===== src/rtl/btn_reset_pkg.sv =====
`default_nettype none
// ============================================================================
// Module      : btn_reset_pkg
// Description : Shared definitions for the button-driven bootloader reset
//               controller: FSM state type and encodings, default timing
//               constants, and a counter-width helper.
// Revision    : 1.0 - initial release
// ============================================================================
package btn_reset_pkg;

   // Default timing, all in clk48 cycles
   localparam int unsigned c_debounce_cyc_def  = 480000;    // 10 ms
   localparam int unsigned c_long_cyc_def      = 96000000;  // 2 s
   localparam int unsigned c_rst_pulse_cyc_def = 16;

   // Controller FSM state type and encodings
   typedef logic [1:0] state_t;
   localparam state_t c_st_idle    = 2'd0;
   localparam state_t c_st_hold    = 2'd1;
   localparam state_t c_st_pulse   = 2'd2;
   localparam state_t c_st_lockout = 2'd3;

   // Bits needed to hold 0..max_cnt, never less than one bit
   function automatic int unsigned cnt_width(input int unsigned max_cnt);
      int unsigned w;
      w = $clog2(max_cnt + 1);
      return (w < 1) ? 1 : w;
   endfunction

endpackage
`default_nettype wire


===== src/rtl/btn_debounce.sv =====
`default_nettype none
// ============================================================================
// Module      : btn_debounce
// Description : Two-flop synchronizer followed by a debouncer for an
//               active-low raw button. The debounced level only changes
//               once the synchronized input has disagreed with it for
//               DEBOUNCE_CYC consecutive cycles.
// Ports       : clk48  - 48 MHz clock
//               rst_n  - asynchronous active-low reset
//               raw_n  - raw asynchronous button (0 = pressed)
//               level  - registered debounced level (1 = pressed)
// Revision    : 1.0 - initial release
// ============================================================================
module btn_debounce
   import btn_reset_pkg::*;
#(
   parameter int unsigned DEBOUNCE_CYC = c_debounce_cyc_def
) (
   input  logic clk48,
   input  logic rst_n,
   input  logic raw_n,
   output logic level
);

   localparam int unsigned c_cnt_w = cnt_width(DEBOUNCE_CYC - 1);
   localparam logic [c_cnt_w-1:0] c_cnt_max = c_cnt_w'(DEBOUNCE_CYC - 1);

   logic               r_sync1;
   logic               r_sync2;
   logic               r_level;
   logic [c_cnt_w-1:0] r_cnt;
   logic               w_pressed_sync;

   assign w_pressed_sync = ~r_sync2;

   always_ff @(posedge clk48 or negedge rst_n) begin
      if (!rst_n) begin
         // Synchronizer idles at "released" so reset never looks like a press
         r_sync1 <= 1'b1;
         r_sync2 <= 1'b1;
         r_level <= 1'b0;
         r_cnt   <= '0;
      end else begin
         r_sync1 <= raw_n;
         r_sync2 <= r_sync1;
         if (w_pressed_sync == r_level) begin
            // Input agrees with current level: any bounce restarts the count
            r_cnt <= '0;
         end else if (r_cnt == c_cnt_max) begin
            r_level <= w_pressed_sync;
            r_cnt   <= '0;
         end else begin
            r_cnt <= r_cnt + 1'b1;
         end
      end
   end

   assign level = r_level;

endmodule
`default_nettype wire


===== src/rtl/btn_reset_ctrl.sv =====
`default_nettype none
// ============================================================================
// Module      : btn_reset_ctrl
// Description : Long-press bootloader reset controller. A debounced press
//               held for LONG_CYC cycles issues one RST_PULSE_CYC-wide
//               active-low pulse on boot_rst_n; the button must then be
//               released before another press can be timed.
// Ports       : clk48       - 48 MHz clock
//               rst_n       - asynchronous active-low reset
//               usr_btn     - raw button, active-low
//               boot_rst_n  - registered active-low bootloader reset
//               btn_pressed - registered debounced level (1 = pressed)
//               hold_active - registered, high while a press is timed
//               short_press - (BTN_RESET_SHORT_EVT_EN only) one-cycle pulse
//                             when a press ends before the long threshold
// Macro       : BTN_RESET_SHORT_EVT_EN - enables the short_press output
// Revision    : 1.0 - initial release
// ============================================================================
module btn_reset_ctrl
   import btn_reset_pkg::*;
#(
   parameter int unsigned DEBOUNCE_CYC  = c_debounce_cyc_def,
   parameter int unsigned LONG_CYC      = c_long_cyc_def,
   parameter int unsigned RST_PULSE_CYC = c_rst_pulse_cyc_def
) (
   input  logic clk48,
   input  logic rst_n,
   input  logic usr_btn,
   output logic boot_rst_n,
   output logic btn_pressed,
   output logic hold_active
`ifdef BTN_RESET_SHORT_EVT_EN
   ,
   output logic short_press
`endif
);

   localparam int unsigned c_hold_w  = cnt_width(LONG_CYC - 1);
   localparam int unsigned c_pulse_w = cnt_width(RST_PULSE_CYC - 1);
   localparam logic [c_hold_w-1:0]  c_hold_max  = c_hold_w'(LONG_CYC - 1);
   localparam logic [c_pulse_w-1:0] c_pulse_max = c_pulse_w'(RST_PULSE_CYC - 1);

   logic                 w_level;
   logic                 w_press_edge;
   logic                 r_level_d;
   state_t               r_state;
   logic [c_hold_w-1:0]  r_hold_cnt;
   logic [c_pulse_w-1:0] r_pulse_cnt;
   logic                 r_boot_rst_n;
   logic                 r_hold_active;
`ifdef BTN_RESET_SHORT_EVT_EN
   logic                 r_short_press;
`endif

   btn_debounce #(
      .DEBOUNCE_CYC (DEBOUNCE_CYC)
   ) u_debounce (
      .clk48 (clk48),
      .rst_n (rst_n),
      .raw_n (usr_btn),
      .level (w_level)
   );

   assign w_press_edge = w_level & ~r_level_d;

   always_ff @(posedge clk48 or negedge rst_n) begin
      if (!rst_n) begin
         r_level_d     <= 1'b0;
         r_state       <= c_st_idle;
         r_hold_cnt    <= '0;
         r_pulse_cnt   <= '0;
         r_boot_rst_n  <= 1'b1;
         r_hold_active <= 1'b0;
`ifdef BTN_RESET_SHORT_EVT_EN
         r_short_press <= 1'b0;
`endif
      end else begin
         r_level_d <= w_level;
`ifdef BTN_RESET_SHORT_EVT_EN
         r_short_press <= 1'b0;
`endif
         case (r_state)
            c_st_idle: begin
               if (w_press_edge) begin
                  r_hold_cnt    <= '0;
                  r_hold_active <= 1'b1;
                  r_state       <= c_st_hold;
               end
            end

            c_st_hold: begin
               // Reaching the threshold was already qualified by the press
               // still being held, so it takes priority over a release seen
               // on the following cycle.
               if (r_hold_cnt == c_hold_max) begin
                  r_pulse_cnt   <= '0;
                  r_boot_rst_n  <= 1'b0;
                  r_hold_active <= 1'b0;
                  r_state       <= c_st_pulse;
               end else if (!w_level) begin
                  r_hold_active <= 1'b0;
                  r_state       <= c_st_idle;
`ifdef BTN_RESET_SHORT_EVT_EN
                  r_short_press <= 1'b1;
`endif
               end else begin
                  r_hold_cnt <= r_hold_cnt + 1'b1;
               end
            end

            c_st_pulse: begin
               // Pulse runs to completion whatever the button does
               if (r_pulse_cnt == c_pulse_max) begin
                  r_boot_rst_n <= 1'b1;
                  r_state      <= c_st_lockout;
               end else begin
                  r_pulse_cnt <= r_pulse_cnt + 1'b1;
               end
            end

            c_st_lockout: begin
               if (!w_level) begin
                  r_state <= c_st_idle;
               end
            end

            default: begin
               r_boot_rst_n  <= 1'b1;
               r_hold_active <= 1'b0;
               r_state       <= c_st_idle;
            end
         endcase
      end
   end

   assign boot_rst_n  = r_boot_rst_n;
   assign btn_pressed = w_level;
   assign hold_active = r_hold_active;
`ifdef BTN_RESET_SHORT_EVT_EN
   assign short_press = r_short_press;
`endif

endmodule
`default_nettype wire


===== config.mk =====
export PLATFORM = sky130hd
export DESIGN_NAME = btn_reset_ctrl
export DESIGN_NICKNAME = d
export VERILOG_FILES = /design/src/rtl/btn_reset_pkg.sv /design/src/rtl/btn_debounce.sv /design/src/rtl/btn_reset_ctrl.sv
export SDC_FILE = /design/constraint.sdc
export NUM_CORES = 1
export LEC_CHECK = 0
export CORE_ASPECT_RATIO = 1.5
export CORE_MARGIN = 4
export CORE_UTILIZATION = 60
export CTS_CLUSTER_DIAMETER = 80
export CTS_CLUSTER_SIZE = 24
export DETAILED_ROUTE_END_ITERATION = 10
export PLACE_DENSITY = 0.86
export SYNTH_ARGS = -nofsm -noshare
export SYNTH_HDL_FRONTEND = slang
export SYNTH_SLANG_ARGS = --single-unit

===== constraint.sdc =====
create_clock -name clk48 -period 2.5 [get_ports clk48]
set_input_delay 0.5 -clock clk48 [delete_from_list [all_inputs] [get_ports clk48]]
set_output_delay 0.5 -clock clk48 [all_outputs]
set_load 0.02 [all_outputs]

==> results by group <==
Finish
  • FILL cells: 333
  • Layout net count: ~320
  • Final Non-Filler Cells: roughly 390
  • Area delta synth->final: 11.6%
  • Number of diodes: 0
  • Commonest non-fill, non-tap cell in the layout: dfrtp_1
  • Proportion of layout cells with a drive suffix above 1: 8.39%
  • Most frequent cells in the layout: dfrtp_1, nor2_1, nand2_1

Timing
  • FMAX: 461 MHz
  • Final Hold Vio Count: 0
  • Max-slew violations: 0
  • Slew @ Worst Pin: 656 ps
  • Setup_tns: 0 ps
  • Max-slew headroom: 55.7%
  • Clock skew: 10.7 ps
  • Min Tclk post-route: 2170 ps
  • Final setup fails: 0
  • Final worst path period share: 86.7%
  • RSZ-0062 raised after global routing: false

Placement
  • GPL Wtd Cong: 1.00
  • PortBufs: 5
  • DP Wirelength: 4.11 mm
  • Inst Count DP: 370

Pwr
  • LEAKAGE: 1.37 nW
  • Max IR drop VDD: 0.000412 V
  • Clock power frac: 49.3%
  • Switching Share: 20.5%
  • Cell Int Power: between 1.5 and 2 mW
  • Power density of the placed cells: 595 nW/um^2
  • Sequential Power Share: 48.9%
  • Psw: 0.399 mW
  • Part of the power in combinational logic: 1.8%

Critical path
  • Crit-path max FO: 9
  • FF-to-FF setup slack: 330 ps
  • Startpoint Class: register
  • Crit. End Element: register
  • Worst Path Required: 2720 ps
  • CP arrival: 2390 ps
  • Worst r2r src: r_hold_cnt[11]
  • R2R cell count: 6
  • Crit Path Category: register to register
  • Worst R2R End: r_pulse_cnt[0]

Detailed routing
  • Drt via density: 6.03
  • Post-DRT Antenna Nets: 0
  • Residual DRC: 0
  • Drt initial violations: 220
  • Drt pass-1 iters: 5
  • Post-Route WL: just under 6 mm
  • Mean routed wirelength per cell: 15.4 um
  • Routed via count: 2328

Logic synthesis
  • Synth async-reset ratio: 100%
  • Seq/Total Area, Yosys: 49.8%
  • Syn Nets: 315
  • Synth warn: 0
  • Synth top area cells: dfrtp_1, nor2_1, xor2_1
  • Biggest area consumer among synthesized cells: dfrtp_1
  • Synth Register Bits: 58
  • Synth Flop Type: dfrtp_1
  • Netlist Area Pre-Place: 2920 um^2
  • Synth unique cells: 40
  • Synth top area share: roughly 47%
  • Mapped Cells: around 300
  • Syn Area/Cell: 9.46 um^2
  • Post-synth EDFFs: 0

CTS
  • Post-CTS Setup Bufs: 0
  • Worst-path clk slew: 70 ps
  • Hold Buf Count CTS: 0
  • # clock sinks: slightly below 60
  • Max Root-Sink Buffers: 2
  • Resized cells post-CTS: 0
  • H-tree Lvls: 3
  • Worst skew pair latency: 340 ps
  • Num CTS Buffers: 9
  • CTS root buffer: clkbuf_8
  • CTS tree: done

Floorplanning
  • Die area: 6070 um^2
  • Initial core utilization: 63.3%
  • Die Span Y: between 90 and 100 um
  • Die Wd: 65.0 um
  • Placeable Area: 4620 um^2
  • I/O pin count: 6
  • Cell Rows: 30

GRT
  • Initial antenna violation count: 0
  • All-Layer GR Usage: 22.4%
  • First-pass GRT wire length: 10.4 mm
  • Vias in the first global route: 2391
  • Largest net degree at the start of global routing: 35
  • Total grt overflow: 0

Hold path
  • Hold Path Class: input port to async pin

Flow run
  • Max-cap violations: 0

Run status
  • Run status: finished clean
-- cells in the mapped netlist (2+ instances only) --
| master | count |
|---|---|
| nand3b_1 | 2 |
| nor3_1 | 12 |
| inv_1 | 3 |
| a21oi_1 | 8 |
| nor4_1 | 10 |
| o211ai_1 | 2 |
| nand3_1 | 16 |
| and3_1 | 7 |
| and4_1 | 6 |
| nor2_1 | 48 |
| or3_1 | 4 |
| xor2_1 | 18 |
| nand2_1 | 21 |
| dfrtp_1 | 55 |
| dfstp_2 | 3 |
| clkbuf_1 | 9 |
| and2_1 | 4 |
| nand4_1 | 18 |
| xnor2_1 | 17 |
| nor4b_1 | 3 |
| ha_1 | 3 |
| o22ai_1 | 2 |
| or2_2 | 2 |
| o21ai_0 | 10 |
| nand2b_1 | 2 |
| a31oi_1 | 8 |
| o31ai_1 | 3 |
-- worst max-delay path: stages (launching register included) --
cell      delay, ps
dfrtp_1         450
nor4b_1         480
nand3_1         190
nor4_1          460
buf_4           270
nand3b_1        110
o21ai_0          90
-- cells by family (layout without fill, tap and decap cells) --
group / count (synthesis) / count (layout) / share of synthesized area [%]
XOR/XNOR: 35 / 35 / 10.5
AND/OR/NAND/NOR: 163 / 163 / 29.2
flip-flops: 58 / 58 / 49.8
AO/OA/AOI/OAI: 35 / 35 / 7.06
buffers and inverters: 15 / 28 / 2.23
adder cells (fa/ha/maj): 3 / 3 / 1.28
-- power groups by stage --
stage               clock network, mW  registers [mW]  logic (mW)
CTS                             0.976           0.949      0.0368
detailed placement                  0           0.967      0.0368
global placement                    0           0.967      0.0366
floorplan                           0           0.966      0.0108
finish                          0.958           0.950      0.0351
global route                     1.02           0.950      0.0421
-- cell type report --
cell class	count	area, um^2	share of cell area, %
flip-flops and latches	58	1460	44.6
multi-input cells	236	1410	43.2
clock buffers	12	145	4.45
repair buffers	9	87.6	2.69
well taps	64	80.1	2.45
clock inverters	4	75.1	2.30
inverters	3	11.3	0.345
-- worst max path at each step --
stage                          start        endpoint  slack [ps]
floorplan           u_debounce.level  r_hold_cnt[11]         410
global placement          r_state[1]  r_hold_cnt[11]         420
detailed placement        r_state[1]  r_hold_cnt[11]         370
CTS                       r_state[1]  r_hold_cnt[11]         370
global route           r_hold_cnt[4]  r_hold_cnt[16]         170
finish                r_hold_cnt[11]  r_pulse_cnt[0]         330
-- metal layers --
metal	wire length (um)	GRT usage (%)
met5	0	0
met4	162	13.4
met3	300	5.77
met2	3050	36.5
met1	2420	26.3
-- through the flow --
stage / setup WS [ps] / utilization [%] / instance area, um^2 / total power, mW / hold slack, ps
after floorplan: 409 / - / 2920 / 0.977 / 204
after global routing: 173 / 70.7 / 3260 / 2.01 / 192
after global placement: 416 / 65.9 / 3040 / 1.00 / 347
after detailed placement: 372 / 65.9 / 3040 / 1.00 / 348
after CTS: 370 / 70.7 / 3260 / 1.96 / 161
final: 332 / 70.7 / 3260 / 1.94 / 153
-- flip-flops by register name (all words and copies together), names as in the netlist --
name                count
r_hold_cnt             27
boot_rst_n              1
r_pulse_cnt             4
u_debounce.level        1
u_debounce.r_sync1      1
r_level_d               1
r_state                 2
u_debounce.r_sync2      1
u_debounce.r_cnt       19
hold_active             1
Note: power is estimated with default switching activity, not from simulation.
